$ cat src/rtl/vid_timing_pkg.sv
// Shared types, register map and colour-bar palette for the raster timing controller.
package vid_timing_pkg;

  typedef logic [11:0] tfield_t;

  localparam int NUM_FLD = 8;

  localparam logic [2:0] FLD_H_ACTIVE = 3'd0;
  localparam logic [2:0] FLD_H_FP     = 3'd1;
  localparam logic [2:0] FLD_H_SYNC   = 3'd2;
  localparam logic [2:0] FLD_H_BP     = 3'd3;
  localparam logic [2:0] FLD_V_ACTIVE = 3'd4;
  localparam logic [2:0] FLD_V_FP     = 3'd5;
  localparam logic [2:0] FLD_V_SYNC   = 3'd6;
  localparam logic [2:0] FLD_V_BP     = 3'd7;
  localparam logic [3:0] ADDR_COMMIT  = 4'd8;

  typedef enum logic {
    IDLE = 1'b0,
    RUN  = 1'b1
  } state_t;

  localparam logic [23:0] RGB_WHITE   = 24'hFFFFFF;
  localparam logic [23:0] RGB_YELLOW  = 24'hFFFF00;
  localparam logic [23:0] RGB_CYAN    = 24'h00FFFF;
  localparam logic [23:0] RGB_GREEN   = 24'h00FF00;
  localparam logic [23:0] RGB_MAGENTA = 24'hFF00FF;
  localparam logic [23:0] RGB_RED     = 24'hFF0000;
  localparam logic [23:0] RGB_BLUE    = 24'h0000FF;
  localparam logic [23:0] RGB_BLACK   = 24'h000000;

  // A zero-length region would break the counter wrap logic, so it is stored as one.
  function automatic tfield_t clamp_field(input tfield_t wdata);
    return (wdata == 12'd0) ? 12'd1 : wdata;
  endfunction

  function automatic logic [23:0] bar_rgb(input logic [3:0] idx);
    case (idx)
      4'd0:    return RGB_WHITE;
      4'd1:    return RGB_YELLOW;
      4'd2:    return RGB_CYAN;
      4'd3:    return RGB_GREEN;
      4'd4:    return RGB_MAGENTA;
      4'd5:    return RGB_RED;
      4'd6:    return RGB_BLUE;
      default: return RGB_BLACK;
    endcase
  endfunction

endpackage

$ cat src/rtl/tpg_colour_bar.sv
// Eight vertical colour bars; bar width is max(h_active>>3,1), tracked with a
// position counter. Output is registered so it lines up with the registered de.
module tpg_colour_bar
  import vid_timing_pkg::*;
(
  input  logic        clk,
  input  logic        rst_n,
  input  logic        de_in,
  input  tfield_t     h_active,
  output logic [23:0] vdata
);

  tfield_t     bar_w;
  tfield_t     pos_q, pos_d;
  logic [3:0]  idx_q, idx_d;
  logic [23:0] vdata_q, vdata_d;

  always_comb begin
    bar_w   = (h_active[11:3] == 9'd0) ? 12'd1 : {3'd0, h_active[11:3]};
    pos_d   = '0;
    idx_d   = '0;
    vdata_d = '0;
    if (de_in) begin
      vdata_d = bar_rgb(idx_q);
      if (pos_q == bar_w - 12'd1) begin
        pos_d = '0;
        // Saturate at index 8 so any leftover pixels stay black.
        idx_d = (idx_q == 4'd8) ? idx_q : idx_q + 4'd1;
      end else begin
        pos_d = pos_q + 12'd1;
        idx_d = idx_q;
      end
    end
  end

  always_ff @(posedge clk or negedge rst_n) begin
    if (!rst_n) begin
      pos_q   <= '0;
      idx_q   <= '0;
      vdata_q <= '0;
    end else begin
      pos_q   <= pos_d;
      idx_q   <= idx_d;
      vdata_q <= vdata_d;
    end
  end

  assign vdata = vdata_q;

endmodule

$ cat src/rtl/vid_timing_ctrl.sv
// Programmable raster timing generator with double-buffered timing registers.
// Define VID_TIMING_TPG_EN to build the colour-bar pattern on vdata.
module vid_timing_ctrl
  import vid_timing_pkg::*;
#(
  parameter tfield_t H_ACTIVE = 12'd640,
  parameter tfield_t H_FP     = 12'd16,
  parameter tfield_t H_SYNC   = 12'd96,
  parameter tfield_t H_BP     = 12'd48,
  parameter tfield_t V_ACTIVE = 12'd480,
  parameter tfield_t V_FP     = 12'd10,
  parameter tfield_t V_SYNC   = 12'd2,
  parameter tfield_t V_BP     = 12'd33,
  parameter logic    HS_POL   = 1'b0,
  parameter logic    VS_POL   = 1'b0
) (
  input  logic        CLK,
  input  logic        RSTn,
  input  logic        en,
  input  logic        cfg_wr,
  input  logic [3:0]  cfg_addr,
  input  logic [11:0] cfg_wdata,
  output logic        cfg_ack,
  output logic        hsync,
  output logic        vsync,
  output logic        de,
  output logic [11:0] x,
  output logic [11:0] y,
  output logic        sof,
  output logic        busy,
  output logic [23:0] vdata
);

  localparam tfield_t FLD_DEFAULT [NUM_FLD] =
    '{H_ACTIVE, H_FP, H_SYNC, H_BP, V_ACTIVE, V_FP, V_SYNC, V_BP};

  state_t  state_q, state_d;
  tfield_t h_cnt_q, h_cnt_d, v_cnt_q, v_cnt_d;
  tfield_t act_q [NUM_FLD];
  tfield_t act_d [NUM_FLD];
  tfield_t shd_q [NUM_FLD];
  tfield_t shd_d [NUM_FLD];
  logic    pending_q, pending_d;

  logic    cfg_ack_q, cfg_ack_d, hsync_q, hsync_d, vsync_q, vsync_d;
  logic    de_q, de_d, sof_q, sof_d, busy_q, busy_d;
  tfield_t x_q, x_d, y_q, y_d;

  tfield_t h_sync_start, h_sync_end, h_total;
  tfield_t v_sync_start, v_sync_end, v_total;
  logic    run, last_h, last_v, last_pix, commit_now, xfer;

  // Region boundaries, all modulo 4096.
  always_comb begin
    h_sync_start = act_q[FLD_H_ACTIVE] + act_q[FLD_H_FP];
    h_sync_end   = h_sync_start + act_q[FLD_H_SYNC];
    h_total      = h_sync_end + act_q[FLD_H_BP];
    v_sync_start = act_q[FLD_V_ACTIVE] + act_q[FLD_V_FP];
    v_sync_end   = v_sync_start + act_q[FLD_V_SYNC];
    v_total      = v_sync_end + act_q[FLD_V_BP];
    run          = (state_q == RUN);
    last_h       = (h_cnt_q == h_total - 12'd1);
    last_v       = (v_cnt_q == v_total - 12'd1);
    last_pix     = run && last_h && last_v;
    commit_now   = cfg_wr && (cfg_addr == ADDR_COMMIT);
    // A commit landing on the last pixel is honoured at that same frame end.
    xfer         = run ? (last_pix && (pending_q || commit_now)) : pending_q;
  end

  always_comb begin
    state_d = state_q;
    h_cnt_d = '0;
    v_cnt_d = '0;
    case (state_q)
      IDLE: if (en) state_d = RUN;
      RUN: begin
        if (last_pix && !en) state_d = IDLE;
        if (!last_h) begin
          h_cnt_d = h_cnt_q + 12'd1;
          v_cnt_d = v_cnt_q;
        end else if (!last_v) begin
          v_cnt_d = v_cnt_q + 12'd1;
        end
      end
      default: state_d = IDLE;
    endcase
  end

  always_comb begin
    pending_d = pending_q;
    cfg_ack_d = xfer;
    for (int i = 0; i < NUM_FLD; i++) begin
      shd_d[i] = shd_q[i];
      act_d[i] = xfer ? shd_q[i] : act_q[i];
    end
    if (cfg_wr && !cfg_addr[3]) shd_d[cfg_addr[2:0]] = clamp_field(cfg_wdata);
    if (xfer) pending_d = 1'b0;
    // In IDLE a fresh commit arriving during a transfer needs its own transfer.
    if (commit_now && !(xfer && run)) pending_d = 1'b1;
  end

  always_comb begin
    de_d    = run && (h_cnt_q < act_q[FLD_H_ACTIVE]) && (v_cnt_q < act_q[FLD_V_ACTIVE]);
    hsync_d = (run && (h_cnt_q >= h_sync_start) && (h_cnt_q < h_sync_end)) ? HS_POL : ~HS_POL;
    vsync_d = (run && (v_cnt_q >= v_sync_start) && (v_cnt_q < v_sync_end)) ? VS_POL : ~VS_POL;
    x_d     = de_d ? h_cnt_q : 12'd0;
    y_d     = de_d ? v_cnt_q : 12'd0;
    sof_d   = de_d && (h_cnt_q == 12'd0) && (v_cnt_q == 12'd0);
    busy_d  = run;
  end

  always_ff @(posedge CLK or negedge RSTn) begin
    if (!RSTn) begin
      state_q   <= IDLE;
      h_cnt_q   <= '0;
      v_cnt_q   <= '0;
      pending_q <= 1'b0;
      for (int i = 0; i < NUM_FLD; i++) begin
        act_q[i] <= FLD_DEFAULT[i];
        shd_q[i] <= FLD_DEFAULT[i];
      end
      cfg_ack_q <= 1'b0;
      hsync_q   <= ~HS_POL;
      vsync_q   <= ~VS_POL;
      de_q      <= 1'b0;
      x_q       <= '0;
      y_q       <= '0;
      sof_q     <= 1'b0;
      busy_q    <= 1'b0;
    end else begin
      state_q   <= state_d;
      h_cnt_q   <= h_cnt_d;
      v_cnt_q   <= v_cnt_d;
      pending_q <= pending_d;
      for (int i = 0; i < NUM_FLD; i++) begin
        act_q[i] <= act_d[i];
        shd_q[i] <= shd_d[i];
      end
      cfg_ack_q <= cfg_ack_d;
      hsync_q   <= hsync_d;
      vsync_q   <= vsync_d;
      de_q      <= de_d;
      x_q       <= x_d;
      y_q       <= y_d;
      sof_q     <= sof_d;
      busy_q    <= busy_d;
    end
  end

  assign cfg_ack = cfg_ack_q;
  assign hsync   = hsync_q;
  assign vsync   = vsync_q;
  assign de      = de_q;
  assign x       = x_q;
  assign y       = y_q;
  assign sof     = sof_q;
  assign busy    = busy_q;

`ifdef VID_TIMING_TPG_EN
  tpg_colour_bar u_tpg (
    .clk      (CLK),
    .rst_n    (RSTn),
    .de_in    (de_d),
    .h_active (act_q[FLD_H_ACTIVE]),
    .vdata    (vdata)
  );
`else
  assign vdata = 24'h0;
`endif

endmodule
$ cat config.mk
export PLATFORM = sky130hd
export DESIGN_NAME = vid_timing_ctrl
export DESIGN_NICKNAME = d
export VERILOG_FILES = /design/src/rtl/vid_timing_pkg.sv /design/src/rtl/tpg_colour_bar.sv /design/src/rtl/vid_timing_ctrl.sv
export SDC_FILE = /design/constraint.sdc
export NUM_CORES = 1
export LEC_CHECK = 0
export ABC_AREA = 1
export BUFFER_PORTS_ARGS = -buffer_cell sky130_fd_sc_hd__clkbuf_2
export CORE_MARGIN = 4
export CORE_UTILIZATION = 62
export DETAILED_ROUTE_END_ITERATION = 10
export PLACE_DENSITY = 0.86
export SYNTH_ARGS = -nofsm -noshare
export SYNTH_HDL_FRONTEND = slang
export SYNTH_SLANG_ARGS = --single-unit
export TNS_END_PERCENT = 5
$ cat constraint.sdc
create_clock -name CLK -period 5.35 [get_ports CLK]
set_clock_uncertainty 0.05 [all_clocks]
set_input_delay 0.2675 -clock CLK [delete_from_list [all_inputs] [get_ports CLK]]
set_output_delay 0.2675 -clock CLK [all_outputs]
set_load 0.03 [all_outputs]
Word-level counts from Yosys, hierarchy flattened
Cells that the tools add are included.
{"block": "totals", "reg_bits": 248, "in_bits": 20}
{"block": "classes", "add_sub_neg": 10, "bitwise": 2, "order_cmp": 8, "n_reduce_logical": 25, "mux": 19, "n_eq_ne": 4}
{"cell": "2-to-1 mux 12 bit", "n": 9}
{"cell": "bitwise mux 96 bit", "n": 1}
{"cell": "adder 12 bit", "n": 6}
{"cell": "less-than comparator 12 bit", "n": 4}
{"cell": "demux 12 bit (select 3 bit)", "n": 1}
{"cell": "zero test 12 bit", "n": 3}
{"cell": "adder 12 x 1 -> 12 bit (second input constant)", "n": 2}
{"cell": "equality test 12 bit", "n": 2}
{"cell": ">= comparator 12 bit", "n": 2}
{"cell": "subtractor 12 x 1 -> 12 bit (second input constant)", "n": 2}
{"cell": "logical AND 1 bit", "n": 17}
{"cell": "2-to-1 mux 1 bit", "n": 7}
{"cell": "equality test 4 bit (second input constant)", "n": 1}
{"cell": ">= comparator 4 bit (second input constant)", "n": 1}
{"cell": "less-than comparator 4 x 1 -> 1 bit (second input constant)", "n": 1}
{"cell": "inverter 3 -> 4 bit", "n": 1}
{"cell": "zero test 1 bit", "n": 3}
{"cell": "!= test 2 x 1 -> 1 bit (second input constant)", "n": 1}
{"cell": "one-hot mux 1 bit (2 select lines)", "n": 1}
{"cell": "nonzero test 2 bit", "n": 1}
{"cell": "logical OR 1 bit", "n": 1}
{"cell": "inverter 1 bit", "n": 1}

Depth between registers and ports, before layout
Gate-level depths: netlist (run 1).
{"block": "depth", "depth_word": 13, "depth_mapped": 38}

Worst setup path after synthesis (run 1)
Ideal clock, no wire load.
{"block": "synth_timing", "path_kind": "register to register", "start": "register act_q[84] (netlist bit)", "end": "register act_q[64] (netlist bit)", "n_path_buf": 2, "path_stages_with_launch": 33, "required_ns": 5.183, "setup_time_ns": 0.117, "t_arrival_ns": 4.767, "path_slack_ns": 0.416, "cell_sequence": "dfrtp_1 ha_1 inv_1 fa_1 o21ai_0 a21oi_1 o21bai_1 xor2_1 ha_1 a21oi_1 nand2_1 a21oi_1 xor2_1 ha_1 inv_1 ha_1 inv_1 o21ai_0 a21oi_1 nand2_1 nand2_1 nand2_1 a21oi_1 xor2_1 inv_1 nor2_1 nand2_2 nor2_4 nand3_4 buf_4 buf_2 nand3_1 nand2_1"}
{"block": "synth_via", "elab_chain_len": 9}
{"element": "from (decl)", "line_no": "vid_timing_ctrl.sv:39", "source": "tfield_t act_q [NUM_FLD];"}
{"element": "from (signal, indexed assignment)", "line_no": "vid_timing_ctrl.sv:119", "source": "act_q[i] <= FLD_DEFAULT[i];"}
{"element": "from (signal, indexed assignment)", "line_no": "vid_timing_ctrl.sv:136", "source": "act_q[i] <= act_d[i];"}
{"element": "adder 12 bit", "line_no": "vid_timing_ctrl.sv:55", "source": "h_sync_start = act_q[FLD_H_ACTIVE] + act_q[FLD_H_FP];"}
{"element": "adder 12 bit", "line_no": "vid_timing_ctrl.sv:56", "source": "h_sync_end = h_sync_start + act_q[FLD_H_SYNC];"}
{"element": "adder 12 bit", "line_no": "vid_timing_ctrl.sv:57", "source": "h_total = h_sync_end + act_q[FLD_H_BP];"}
{"element": "subtractor 12 x 1 -> 12 bit", "line_no": "vid_timing_ctrl.sv:62", "source": "last_h = (h_cnt_q == h_total - 12'd1);"}
{"element": "equality test 12 bit", "line_no": "vid_timing_ctrl.sv:62"}
{"element": "logical AND 1 bit (2 in series)", "line_no": "vid_timing_ctrl.sv:64", "source": "last_pix = run && last_h && last_v;"}
{"element": "logical AND 1 bit", "line_no": "vid_timing_ctrl.sv:67", "source": "xfer = run ? (last_pix && (pending_q || commit_now)) : pending_q;"}
{"element": "2-to-1 mux 1 bit", "line_no": "vid_timing_ctrl.sv:67"}
No other way between the ends.
A chain may end at the register's enable or synchronous reset.

Worst setup path after layout (run 1)
{"block": "layout_timing", "start": "register act_q[84] (netlist bit)", "end": "register act_q[51] (netlist bit)"}
Same word-level chain as after synthesis.

==> results of run 1 <==
## layer usage
| layer | track usage [%] | part of all wire [%] | routed length [µm] |
|---|---|---|---|
| met1 | 38.4 | 39 | 16500 |
| met5 | 0 | 0 | 0 |
| met2 | 43.7 | 46 | 19300 |
| met4 | 7.47 | 4.0 | 1680 |
| met3 | 4.04 | 10 | 4330 |
## cell families after synthesis
group | after synthesis
AOI/OAI and AO/OA | 238
adders and majority gates | 162
muxes | 3
and+or+nand+nor | 801
xor gates and xnor gates | 67
DFF | 248
buffers and inverters | 307
other | 1
## placed cells by master, fill, tap and decap left out, types with 4 or more instances in the layout
cell       netlist  routed
nand2_1        451     414
inv_1          229     224
dfrtp_1        214     214
nand3_1        163     162
ha_1           156     138
nor2_1         128     127
a21oi_1        105      90
o21ai_0         79      71
clkbuf_2         0      48
xor2_1          47      42
nand2_2          2      36
dfstp_2         34      34
buf_4           26      32
clkbuf_16        0      31
conb_1           1      24
nand4_1         20      20
xnor2_1         19      17
a21oi_2          1      14
nor3_1          15      14
ha_4             0      14
o22ai_1         10      10
inv_2            4       8
a21o_1           8       8
nand3b_1         8       8
o21ai_2          0       7
or2_2            5       5
clkbuf_1        32       5
clkinv_2         0       5
buf_12           0       5
o21bai_1         6       4
xor2_2           0       4
a21boi_0         4       4
o21a_1           4       4
fa_1             6       4
ha_2             0       4
clkbuf_8         0       4
## layout make-up
cell class / count / share of cell area [%]
Multi-Input combinational cell: 1297 / 46.6
Inverter: 233 / 5.08
Timing Repair Buffer: 100 / 5.04
Clock buffer: 34 / 4.05
Sequential cell: 248 / 36.2
Tap cell: 319 / 2.31
Clock inverter: 11 / 0.696
## worst reg2reg max path, delay by kind of cell (launching register included)
family          cells  cell delay (ps)
flops               1              360
fa+ha+maj           5             1520
xor+xnor            3              460
simple gates       12             1350
compound gates      7              970
buf+inv             6              650
## flip-flops by register name, indices dropped and copies added, names as in the netlist
signal / count
y: 12
h_cnt_q: 12
busy_d: 1
cfg_ack: 1
v_cnt_q: 12
shd_q: 96
sof: 1
x: 12
busy: 1
hsync: 1
de: 1
vsync: 1
act_q: 96
pending_q: 1
## repair_timing
item,4_1_cts,5_1_grt
gates resized for setup,9,114
setup buffers,0,15
endpoints found under the setup margin,94,123
endpoints found under the hold margin,98,0
hold buffers,2,0
pin swaps,0,40
cloned,1,12
## path summary, 6_finish.rpt
path,startpoint,to,cells past startpoint
max,act_q[84],act_q[51],33
min,cfg_addr[1],shd_q[12],5
max reg2reg,act_q[84],act_q[51],33
min reg2reg,shd_q[25],act_q[25],2
max in group asynchronous,RSTn,shd_q[78],3
min in group asynchronous,RSTn,shd_q[39],2
## power by group
part	leakage [nW]	internal (mW)	total [mW]	switching (mW)
clock	0.401	1.02	1.78	0.760
sequential	3.17	2.10	2.30	0.207
combinational	5.42	0.302	0.776	0.474
total	8.99	3.41	4.85	1.44
## through the flow
| stage | worst slack [ps] | total power, mW |
|---|---|---|
| finish | -81.7 | 4.85 |
| global route | -294 | 5.05 |
| CTS | 3.86 | 4.76 |
| detailed placement | 3.45 | 3.03 |
| global placement | 131 | 2.98 |
| floorplan | 416 | 2.79 |
==> results by group, run 1 <==
Placed design
  – PortBufs: between 40 and 50
  – GP Congestion: 0.869
  – Area post-placement: around 16,000 µm²
  – Detailed Place HPWL: ~25 mm
  – Dpl cells: 2,167

Status
  – Violated checks: setup timing
  – Status: finished with violations

Finish
  – Post-layout util: between 70% and 80%
  – Post-route insts no fill: roughly 2,200
  – FF+latch area: around 6200 µm²
  – Fill cell count: about 1,500
  – Diodes inserted: 0
  – Layout cell share with drive strength beyond 1: between 10% and 20%
  – Synth-to-layout area growth: 15.6%
  – Design area: 17,300 µm²
  – Area of the multi-input gates: roughly 8000 µm²
  – Layout Nets: between 2,000 and 2,500

Die
  – # IOs: 74
  – Chip Height: about 160 µm
  – Site row count: 56
  – Die ar.: between 20,000 and 30,000 µm²
  – Core ar.: about 24,000 µm²
  – Chip Width: 163 µm
  – Initial Util: between 60% and 70%

Global routing
  – GR Util All Layers: a little over a quarter
  – Initial antenna violation count: 0
  – Number of global-route vias before repair: about 12,000
  – First-pass GRT wire length: 59.0 mm
  – Grt total ovfl: 0
  – Largest net degree at the start of global routing: about 140

Hold path
  – HP Class: input pin to flop

CTS
  – Clock Path Buffers: 3
  – Clk root buf: clkbuf_16
  – CTS tree: built
  – Worst-skew pair later-pin latency: between 500 and 600 ps
  – H-tree levels: 1
  – TritonCTS buffer count: 25
  – Worst-path clk slew: 70 ps
  – Sink Count: between 200 and 250

Logic synthesis
  – Primary FF master, synth: dfrtp_1
  – Synthesis Warnings: 0
  – Most frequent cells after synthesis: nand2_1, inv_1, dfrtp_1
  – Unique masters post-synth: 50
  – Adder-Cell Fraction of Synth Area: between 10% and 20%
  – Post-Synth XOR/XNOR Area: 4.02%
  – Post-synth top area share: 35.9%
  – Count leader, synth: nand2_1
  – Post-synth ARST share: between 90% and 100%
  – Post-Synthesis Cells: 1,827
  – Number of flops mapped to enable cells by yosys: 0
  – Ranking of synthesized cells by area: dfrtp_1, ha_1, nand2_1
  – Post-synth top area cell: dfrtp_1
  – Synth Area in Compound Gates: 8.79%
  – Seq/Total Area, Yosys: 41.8%
  – Largest family of logic cells by synthesized area: simple AND/OR/NAND/NOR gates
  – Simple-gate portion of the synthesized area: between 20% and 30%
  – Mapped cell area: 14,900 µm²
  – Yosys reg bits: 248
  – Mean Syn Cell Area: ~8.2 µm²
  – Post-synthesis mux area share: less than 1%

Timing
  – Worst slew margin: about 18%
  – Final setup fails: between 40 and 50
  – WHS: roughly 54 ps
  – Fin. max-slew vios: 0
  – Final setup margin: -81.7 ps
  – Period minus WS final: 5430 ps
  – Worst-margin pin slew: between 1000 and 1500 ps
  – Final hold vios: 0
  – Fin Setup TNS: -972 ps
  – Fmax: ~180 MHz
  – Fin crit share: 102%
  – RSZ-0062 raised after global routing: true

Route
  – Vias per cell: between 5 and 6
  – Drt pass-1 iters: 6
  – Post-Route WL: approximately 42 mm
  – Remaining DRCs: 0
  – Drt first-iter violations: ~1,700
  – Vias post-DR: 13,300
  – DR WL/cell: between 15 and 20 µm
  – Antenna violation net count after detailed routing: 0

Critical path
  – CP Buf/Inv Count: 6
  – Worst setup SP type: flop
  – Worst-path maximum fanout: 6
  – Setup CP Type: flop to flop
  – Reg2reg setup slack: -80 ps
  – Cell family with most CP delay: adder cells
  – Slowest stage delay, CP: around 400 ps
  – CP arrival: between 5000 and 6000 ps
  – Worst setup EP type: flop
  – Critical path's slowest cell: ha_2
  – CP most frequent cell: nand2_1
  – Worst endpoint required time: 5750 ps

Run
  – Maxcap violations: 0

Power and ir drop
  – PwrDens: around 280 nW/µm²
  – P_leak: roughly 9.0 nW
  – Max VDD drop: 0.194 mV
No activity file was read; power rests on OpenSTA's default activity.
==> run 2: changes to the inputs <==
--- a/config.mk
+++ b/config.mk
@@ -7,10 +7,13 @@
 export LEC_CHECK = 0
 export ABC_AREA = 1
 export BUFFER_PORTS_ARGS = -buffer_cell sky130_fd_sc_hd__clkbuf_2
+export CELL_PAD_IN_SITES_DETAIL_PLACEMENT = 1
+export CELL_PAD_IN_SITES_GLOBAL_PLACEMENT = 2
+export CORE_ASPECT_RATIO = 1.2
 export CORE_MARGIN = 4
-export CORE_UTILIZATION = 62
+export CORE_UTILIZATION = 38
 export DETAILED_ROUTE_END_ITERATION = 10
-export PLACE_DENSITY = 0.86
+export PLACE_DENSITY = 0.87
 export SYNTH_ARGS = -nofsm -noshare
 export SYNTH_HDL_FRONTEND = slang
 export SYNTH_SLANG_ARGS = --single-unit
==> run 2 against run 1 <==
The run now ends clean. Fmax up 4.1%. Via count fell by 6.1%. Core utilization is 27 points lower.
==> results by group, run 2 (synthesis results as in run 1) <==
Placed design
  – Dpl cells: 2,408 (was 2,167)
  – Detailed Place HPWL: 30.4 mm (was 25.1 mm)
  – GP Congestion: 0.805 (was 0.869)
  – PortBufs: 49 (unchanged)

CTS
  – Worst-path clk slew: 60 ps (was 70 ps)
  – Sink Count: 248 (unchanged)
  – Clock Path Buffers: 3 (unchanged)
  – CTS tree: built (unchanged)
  – Worst-skew pair later-pin latency: 560 ps (was 540 ps)
  – Clk root buf: clkbuf_16 (unchanged)
  – H-tree levels: 1 (unchanged)
  – TritonCTS buffer count: 27 (was 25)

Global routing
  – Largest net degree at the start of global routing: 133 (was 143)
  – Number of global-route vias before repair: 12,900 (was 12,100)
  – Grt total ovfl: 0 (unchanged)
  – GR Util All Layers: 19.2% (was 27.0%)
  – Initial antenna violation count: 0 (unchanged)
  – First-pass GRT wire length: 67.3 mm (was 59.0 mm)

Critical path
  – Worst endpoint required time: 5730 ps (was 5750 ps)
  – Critical path's slowest cell: dfrtp_1 (was ha_2)
  – R2R depth: 31 (was 33)
  – Worst setup SP type: flop (unchanged)
  – Slowest stage delay, CP: 370 ps (was 400 ps)
  – Setup CP Type: flop to flop (unchanged)
  – Worst-path maximum fanout: 12 (was 6)
  – CP arrival: 5600 ps (was 5830 ps)
  – Worst setup EP type: flop (unchanged)

Route
  – Vias post-DR: 12,500 (was 13,300)
  – DR WL/cell: 17.4 µm (was 18.6 µm)
  – Drt first-iter violations: 525 (was 1,725)
  – Antenna violation net count after detailed routing: 0 (unchanged)
  – Drt pass-1 iters: 4 (was 6)
  – Post-Route WL: 43.2 mm (was 41.8 mm)
  – Remaining DRCs: 0 (unchanged)
  – Vias per cell: 5.05 (was 5.94)

Finish
  – Commonest cells after routing, fill and taps aside: nand2_1, inv_1, dfrtp_1, nand3_1, ha_1 (unchanged)
  – Commonest non-fill, non-tap cell in the layout: nand2_1 (unchanged)
  – Diodes inserted: 0 (unchanged)
  – Layout cell share with drive strength beyond 1: 17.3% (was 15.2%)
  – Synth-to-layout area growth: 19.9% (was 15.6%)
  – Largest regs: act_q: 96 flops, shd_q: 96 flops (unchanged)
  – Layout Nets: 2,114 (was 2,087)
  – Post-route insts no fill: 2,479 (was 2,242)

Die
  – Chip Height: 225 µm (was 163 µm)
  – Die ar.: 42,500 µm² (was 26,600 µm²)
  – Chip Width: 189 µm (was 163 µm)
  – Site row count: 79 (was 56)
  – # IOs: 74 (unchanged)
  – Core ar.: 38,800 µm² (was 23,600 µm²)
  – Initial Util: 38.4% (was 63.2%)

Timing
  – Period minus WS final: 5220 ps (was 5430 ps)
  – WHS: 73.1 ps (was 53.6 ps)
  – Fin crit share: 97.5% (was 102%)
  – RSZ-0062 raised after global routing: true (unchanged)
  – Worst-margin pin slew: 898 ps (was 1230 ps)
  – Fin. max-slew vios: 0 (unchanged)
  – Worst slew margin: 40.2% (was 18.2%)
  – Fmax: 192 MHz (was 184 MHz)
  – Final setup fails: 0 (was 41)
  – Final hold vios: 0 (unchanged)

Power and ir drop
  – Tot Pwr: 4.97 mW (was 4.85 mW)
  – Max VDD drop: 0.214 mV (was 0.194 mV)
  – P_leak: 9.18 nW (was 8.99 nW)
  – PwrDens: 278 nW/µm² (was 281 nW/µm²)

Hold path
  – Hold path cells: 5 (unchanged)
  – HP Class: input pin to flop (unchanged)

Status
  – Status: complete, no violations (was finished with violations)

Run
  – Maxcap violations: 0 (unchanged)
==> run 2: path summary, 6_finish.rpt <==
path / startpoint / to / slack [ps]
worst max register to register: act_q[84] / act_q[90] / 130
min in group asynchronous: RSTn / shd_q[36] / 340
worst max-delay path: act_q[84] / act_q[90] / 130
worst min-delay path: cfg_addr[2] / shd_q[36] / 70
worst min register to register: shd_q[5] / act_q[5] / 400
max in group asynchronous: RSTn / h_cnt_q[6] / 3580
==> run 2: per-stage QoR <==
stage | util [%] | TNS [ps] | instance area, µm² | setup WS [ps]
3_3_place_gp | 41.3 | 0 | 16000 | 54.3
3_5_place_dp | 41.3 | -6290 | 16000 | -131
6_report | 46.1 | 0 | 17900 | 131
5_1_grt | 46.1 | -13170 | 17900 | -191
4_1_cts | 43.8 | 0 | 17000 | 0.347
2_1_floorplan | - | 0 | 15000 | 416
==> run 2: routing by layer <==
layer  up-vias  GRT usage (%)  share of wire, %
met5         -              0                 0
met1      6141           26.8                47
li1       6087              -                 -
met3        75           1.74               3.0
met4         0           6.02               3.4
met2       211           31.8                47
==> run 2: power breakdown <==
part           leakage, nW  internal, mW  switching [mW]
Clock                0.453          1.15           0.790
Combinational         5.56         0.302           0.461
Sequential            3.17          2.10           0.169
==> run 2: layout make-up <==
cell class,instances,area (µm²)
Inverter,233,877
Fill cell,4647,20900
Timing Repair Buffer,127,1060
Multi-Input combinational cell,1295,8140
Sequential cell,248,6250
Clock buffer,39,771
Clock inverter,11,149
Tap cell,526,658
==> run 2: timing repair <==
action	CTS	global route
hold endpoints to repair	92	0
pin swaps	3	49
hold buffers	2	0
buffers inserted	1	11
endpoints found under the setup margin	98	123
resized for setup	15	126
gates cloned	0	7
==> run 2: worst max-delay path: cells and delay by family (launching register included) <==
kind                     cells  cell delay [ps]
adder cells (fa/ha/maj)      4             1020
buffers and inverters        5              610
XOR/XNOR                     3              520
AND/OR/NAND/NOR             11             1390
flip-flops                   1              370
AO/OA/AOI/OAI                8             1110
